[config.mk]
export PLATFORM = sky130hd
export DESIGN_NAME = mod14_seg_scanner
export DESIGN_NICKNAME = d
export VERILOG_FILES = /design/src/rtl/mod14_disp_pkg.sv /design/src/rtl/seg7_decode.sv /design/src/rtl/mod14_seg_scanner.sv
export SDC_FILE = /design/constraint.sdc
export NUM_CORES = 1
export LEC_CHECK = 0
export ABC_AREA = 0
export ABC_CLOCK_PERIOD_IN_PS = 5600
export CORE_ASPECT_RATIO = 1.4
export CORE_MARGIN = 2
export CORE_UTILIZATION = 34
export CTS_CLUSTER_DIAMETER = 40
export CTS_CLUSTER_SIZE = 30
export DETAILED_ROUTE_END_ITERATION = 10
export PLACE_DENSITY = 0.63
export SYNTH_ARGS = -nofsm -noshare
export SYNTH_HDL_FRONTEND = slang
export SYNTH_SLANG_ARGS = --single-unit
export TNS_END_PERCENT = 5
[constraint.sdc]
create_clock -name clk -period 5.6 [get_ports clk]
set_input_delay 1.4 -clock clk [delete_from_list [all_inputs] [get_ports clk]]
set_output_delay 1.4 -clock clk [all_outputs]
set_load 0.02 [all_outputs]
[src/rtl/mod14_disp_pkg.sv]
// Shared constants and types for the mod-14 two-digit display scanner.
// Holds the scan state enum, the count limit and the gfedcba segment patterns.
package mod14_disp_pkg;

    localparam logic [3:0] MOD_MAX = 4'd13;

    typedef enum logic {
        S_ONES = 1'b0,
        S_TENS = 1'b1
    } scan_state_e;

    localparam logic [6:0] SEG_0     = 7'h3F;
    localparam logic [6:0] SEG_1     = 7'h06;
    localparam logic [6:0] SEG_2     = 7'h5B;
    localparam logic [6:0] SEG_3     = 7'h4F;
    localparam logic [6:0] SEG_4     = 7'h66;
    localparam logic [6:0] SEG_5     = 7'h6D;
    localparam logic [6:0] SEG_6     = 7'h7D;
    localparam logic [6:0] SEG_7     = 7'h07;
    localparam logic [6:0] SEG_8     = 7'h7F;
    localparam logic [6:0] SEG_9     = 7'h6F;
    localparam logic [6:0] SEG_E     = 7'h79;
    localparam logic [6:0] SEG_BLANK = 7'h00;

endpackage

[src/rtl/seg7_decode.sv]
// Combinational digit to seven-segment decoder (active-high, seg[0]=a).
// Ports: digit (4b value), blank (force all segments off), seg (7b drive).
// Values 10..15 decode to the "E" pattern.
module seg7_decode
    import mod14_disp_pkg::*;
(
    input  logic [3:0] digit,
    input  logic       blank,
    output logic [6:0] seg
);

    always_comb begin
        seg = SEG_E;
        unique case (digit)
            4'd0:    seg = SEG_0;
            4'd1:    seg = SEG_1;
            4'd2:    seg = SEG_2;
            4'd3:    seg = SEG_3;
            4'd4:    seg = SEG_4;
            4'd5:    seg = SEG_5;
            4'd6:    seg = SEG_6;
            4'd7:    seg = SEG_7;
            4'd8:    seg = SEG_8;
            4'd9:    seg = SEG_9;
            default: seg = SEG_E;
        endcase
        if (blank) begin
            seg = SEG_BLANK;
        end
    end

endmodule

[src/rtl/mod14_seg_scanner.sv]
// Two-digit multiplexed display stage for the mod-14 counter, with wrap/err flags.
// Ports: clk, rst (sync, active-high), count[3:0] in; seg[6:0], an[1:0], wrap, err out.
// Param SCAN_DIV = cycles per digit. Macro LEADING_ZERO_BLANK_EN blanks a zero tens digit.
module mod14_seg_scanner
    import mod14_disp_pkg::*;
#(
    parameter int unsigned SCAN_DIV = 4
) (
    input  logic       clk,
    input  logic       rst,
    input  logic [3:0] count,
    output logic [6:0] seg,
    output logic [1:0] an,
    output logic       wrap,
    output logic       err
);

    localparam logic [15:0] PRE_LAST = 16'(SCAN_DIV - 1);

    logic [3:0]  count_q;
    logic        wrap_q;
    logic        err_q;
    logic [15:0] pre_q, pre_d;
    logic        pre_term;
    scan_state_e state_q, state_d;
    logic        bad_q, bad_d;
    logic        tens_q, tens_d;
    logic [3:0]  ones_q, ones_d;
    logic        snap_ld;
    logic [3:0]  dig_sel;
    logic        blank_sel;

    assign pre_term = (pre_q == PRE_LAST);
    // Snapshot only at the end of the tens dwell so both digits of a frame agree.
    assign snap_ld  = (state_q == S_TENS) && pre_term;

    always_ff @(posedge clk) begin
        if (rst) begin
            count_q <= 4'd0;
            wrap_q  <= 1'b0;
            err_q   <= 1'b0;
            pre_q   <= 16'd0;
            state_q <= S_ONES;
            bad_q   <= 1'b0;
            tens_q  <= 1'b0;
            ones_q  <= 4'd0;
        end else begin
            count_q <= count;
            wrap_q  <= (count_q == MOD_MAX) && (count == 4'd0);
            err_q   <= (count_q > MOD_MAX);
            pre_q   <= pre_d;
            state_q <= state_d;
            bad_q   <= bad_d;
            tens_q  <= tens_d;
            ones_q  <= ones_d;
        end
    end

    always_comb begin
        pre_d   = pre_term ? 16'd0 : pre_q + 16'd1;
        state_d = state_q;
        an      = 2'b01;
        unique case (state_q)
            S_ONES: begin
                an = 2'b01;
                if (pre_term) state_d = S_TENS;
            end
            S_TENS: begin
                an = 2'b10;
                if (pre_term) state_d = S_ONES;
            end
            default: begin
                an      = 2'b01;
                state_d = S_ONES;
            end
        endcase
    end

    always_comb begin
        bad_d  = bad_q;
        tens_d = tens_q;
        ones_d = ones_q;
        if (snap_ld) begin
            bad_d  = (count_q > MOD_MAX);
            tens_d = (count_q >= 4'd10);
            ones_d = (count_q >= 4'd10) ? count_q - 4'd10 : count_q;
        end
    end

    always_comb begin
        dig_sel   = ones_q;
        blank_sel = 1'b0;
        unique case (state_q)
            S_ONES: begin
                dig_sel = bad_q ? 4'hE : ones_q;
            end
            S_TENS: begin
                dig_sel = {3'b000, tens_q};
`ifdef LEADING_ZERO_BLANK_EN
                blank_sel = bad_q | ~tens_q;
`else
                blank_sel = bad_q;
`endif
            end
            default: begin
                dig_sel   = ones_q;
                blank_sel = 1'b0;
            end
        endcase
    end

    seg7_decode u_dec (
        .digit (dig_sel),
        .blank (blank_sel),
        .seg   (seg)
    );

    assign wrap = wrap_q;
    assign err  = err_q;

endmodule

==> impl_metrics.json <==
{
  "outcome": "finished clean",
  "tightest_slew_ns": 0.536,
  "period_needed_ns": 4.10,
  "syn_nets": 191,
  "yosysTopAreaCell": "dfxtp_1",
  "start_util": 0.352,
  "postPlaceCellArea_sq_mm": 0.00164,
  "grt_antenna_before_repair": 0,
  "synth_warnings": 0,
  "cp-end-kind": "output port",
  "gp_routability_congestion": 0.836,
  "worst_setup_path_start_kind": "flop",
  "seq_area_frac_synth": 0.392,
  "htree_levels": 2,
  "finalHoldViolations": 0,
  "setup_viol": 0,
  "hold_path_end": "wrap",
  "die_area_sq_mm": 0.00491,
  "hp-class": "flop to flop",
  "core_sq_mm": 0.00420,
  "hold_path_startpoint": "count_q[0]",
  "p_leak_nw": 0.601,
  "max_slew_margin": 0.643,
  "synth_cells": 177,
  "track_usage": 0.129,
  "final_layout_size_suffix_gt1_frac": 0.0469,
  "postCtsSetupBuffers": 0,
  "synth.avg_cell_area_sq_um": 8.37,
  "path_max_fanout": 13,
  "postCtsHoldBufs": 0,
  "fill_cells": 442,
  "drc_errors": 0,
  "nNetsFinal": 205,
  "clk_pin_slew_ns": 0.07,
  "cpPeakStageDelay_ns": 0.67,
  "setup.worst_path.class": "flop to output port",
  "dr.pass1.iters": 4,
  "hpwlAfterDp_um": 2040,
  "grt_pass1_wl_um": 4820,
  "ir_drop_uv": 142,
  "wl_um": 2750,
  "grt_setup_unrepaired": "false",
  "skew_ns": 0.00905,
  "cts_tree": "done",
  "vias_per_cell": 4.95,
  "grt_max_degree": 17,
  "synth.cell_area_sq_mm": 0.00148,
  "clock_path_buffers": 2,
  "clock-sinks": 29,
  "fin_tns_setup_ns": 0,
  "cts_resized": 0,
  "syn_to_final_growth_pct": 19.6,
  "cts_root_buf": "clkbuf_8",
  "synth_area_leaders": "dfxtp_1, xnor2_1, nor2_1",
  "num_rows": 28,
  "clk_latency_ns": 0.28,
  "die_h_um": 82.1,
  "cap_viol_max_count": 0,
  "ys_types": 35,
  "r2r_start": "pre_q[0]",
  "grt_overflow_total": 0,
  "crit_path_top_delay_cell": "clkdlybuf4s50_1",
  "r2r_end": "ones_q[0]",
  "final_area_sq_mm": 0.00177,
  "min_path_cells": 2,
  "critPathArrivalTime_ns": 2.70,
  "ys_seq_elements": 29,
  "r2r_setup_slack_ns": 3.73,
  "post_drt_wl_per_cell_um": 11.6,
  "crit_path_cell_trace": "inv_1, o21ai_0, inv_1, ha_1, nor3b_1, a2111oi_0, clkdlybuf4s50_1",
  "reg2reg_depth": 6,
  "drt_iter0_drc": 21,
  "via_count": 1172,
  "numCtsBuffers": 5,
  "dp.cells": 229,
  "fmax_ghz": 0.244,
  "grt_pass1_vias": 1180,
  "finalCritPeriodShare": 0.733,
  "antenna_cells": 0,
  "crit_required_ns": 4.20,
  "yosys.area.top_type_share": 0.392,
  "ioPinCount": 17,
  "crit_top_cell": "inv_1",
  "stdcell_count": 237,
  "die_x_um": 59.8,
  "postRouteAntennaNets": 0,
  "io_buffer_count": 16,
  "power_density_mw_per_mm2": 282,
  "drv_slew": 0
}
[power by group]
group	leakage [nW]	internal [mW]	switching, mW
combinational	0.298	0.0125	0.0131
clock	0.0681	0.177	0.0791
sequential	0.235	0.211	0.00643
[synthesized netlist by cell type, drive strengths merged]
master   instances
nand4            5
o211ai           2
nor4             7
nand2b           2
xnor2           12
xor2             2
nand2           10
o31a             2
nor2b            7
dfxtp           29
nor3             7
clkbuf           5
ha               8
or2              1
a22o             1
mux2i            2
a2111oi          1
nand3            5
nor4b            1
a211oi           2
o21ai            5
buf              4
and4             1
o21a             1
a21oi            8
inv             12
a21boi           1
a21o             1
a22oi            1
o22ai            1
nor3b            2
mux2             1
nor2            27
a31oi            1
[cells in the final DEF (no fill, tap or decap), types with 5 or more instances in the layout]
master           instances
nor2_1                  27
nand3_1                  5
nand2_1                 10
nor3_1                   7
inv_1                   12
nor4_1                   7
a21oi_1                  8
xnor2_1                 12
ha_1                     8
clkdlybuf4s50_1         16
o21ai_0                  5
nand4_1                  5
nor2b_1                  7
clkbuf_8                 5
dfxtp_1                 29
[registers in the layout, summed over array words and instances (netlist names)]
name / flops
bad_q: 1
state_q: 1
tens_q: 1
count_q: 4
wrap: 1
err: 1
ones_q: 4
pre_q: 16
[critical path: cells and delay by family (launching register included)]
| kind | cells | cell delay, ns |
|---|---|---|
| AND/OR/NAND/NOR | 1 | 0.14 |
| buffers and inverters | 3 | 0.93 |
| AO/OA/AOI/OAI | 2 | 0.58 |
| adder cells (fa/ha/maj) | 1 | 0.23 |
| flip-flops | 1 | 0.55 |
[worst max path at each step]
stage                       start      to  slack [ns]  depth (start not counted)
final                     state_q  seg[2]        1.50                          7
after global routing      state_q  seg[2]        1.40                          7
after detailed placement  state_q  seg[2]        1.83                          7
after CTS                 state_q  seg[2]        1.51                          7
after floorplan           state_q  seg[2]        1.65                          7
after global placement    state_q  seg[2]        1.89                          7
[final cells by class]
cell class              count  area (sq um)  area share
flip-flops and latches     29           581       0.328
inverters                  12          45.0      0.0254
well taps                  45          56.3      0.0318
clock inverters             3          65.1      0.0367
clock buffers               5          68.8      0.0388
repair buffers             16           160      0.0904
multi-input cells         127           796       0.449
[through the flow]
step	utilization	setup WS [ns]	hold WS (ns)	total power [mW]
final	0.421	1.50	0.443	0.499
after global routing	0.421	1.40	0.486	0.518
after CTS	0.421	1.51	0.451	0.506
after detailed placement	0.390	1.83	0.448	0.248
after global placement	0.390	1.89	0.445	0.248
after floorplan	-	1.65	0.426	0.242
[per-layer routing]
layer | global-route usage | wire, um | up-vias
met5 | 0 | 0 | -
met4 | 0.0667 | 62 | 0
met3 | 0.0374 | 98 | 7
met2 | 0.243 | 1440 | 18
met1 | 0.123 | 1150 | 519
li1 | - | - | 628
[cells by family after synthesis]
logic type / Yosys count / synth area share
xor+xnor: 14 / 0.0828
simple gates: 75 / 0.249
buf+inv: 21 / 0.0709
flops: 29 / 0.392
fa+ha+maj: 8 / 0.0676
mux: 3 / 0.0211
compound gates: 27 / 0.117
No activity file was read; power rests on OpenSTA's default activity.
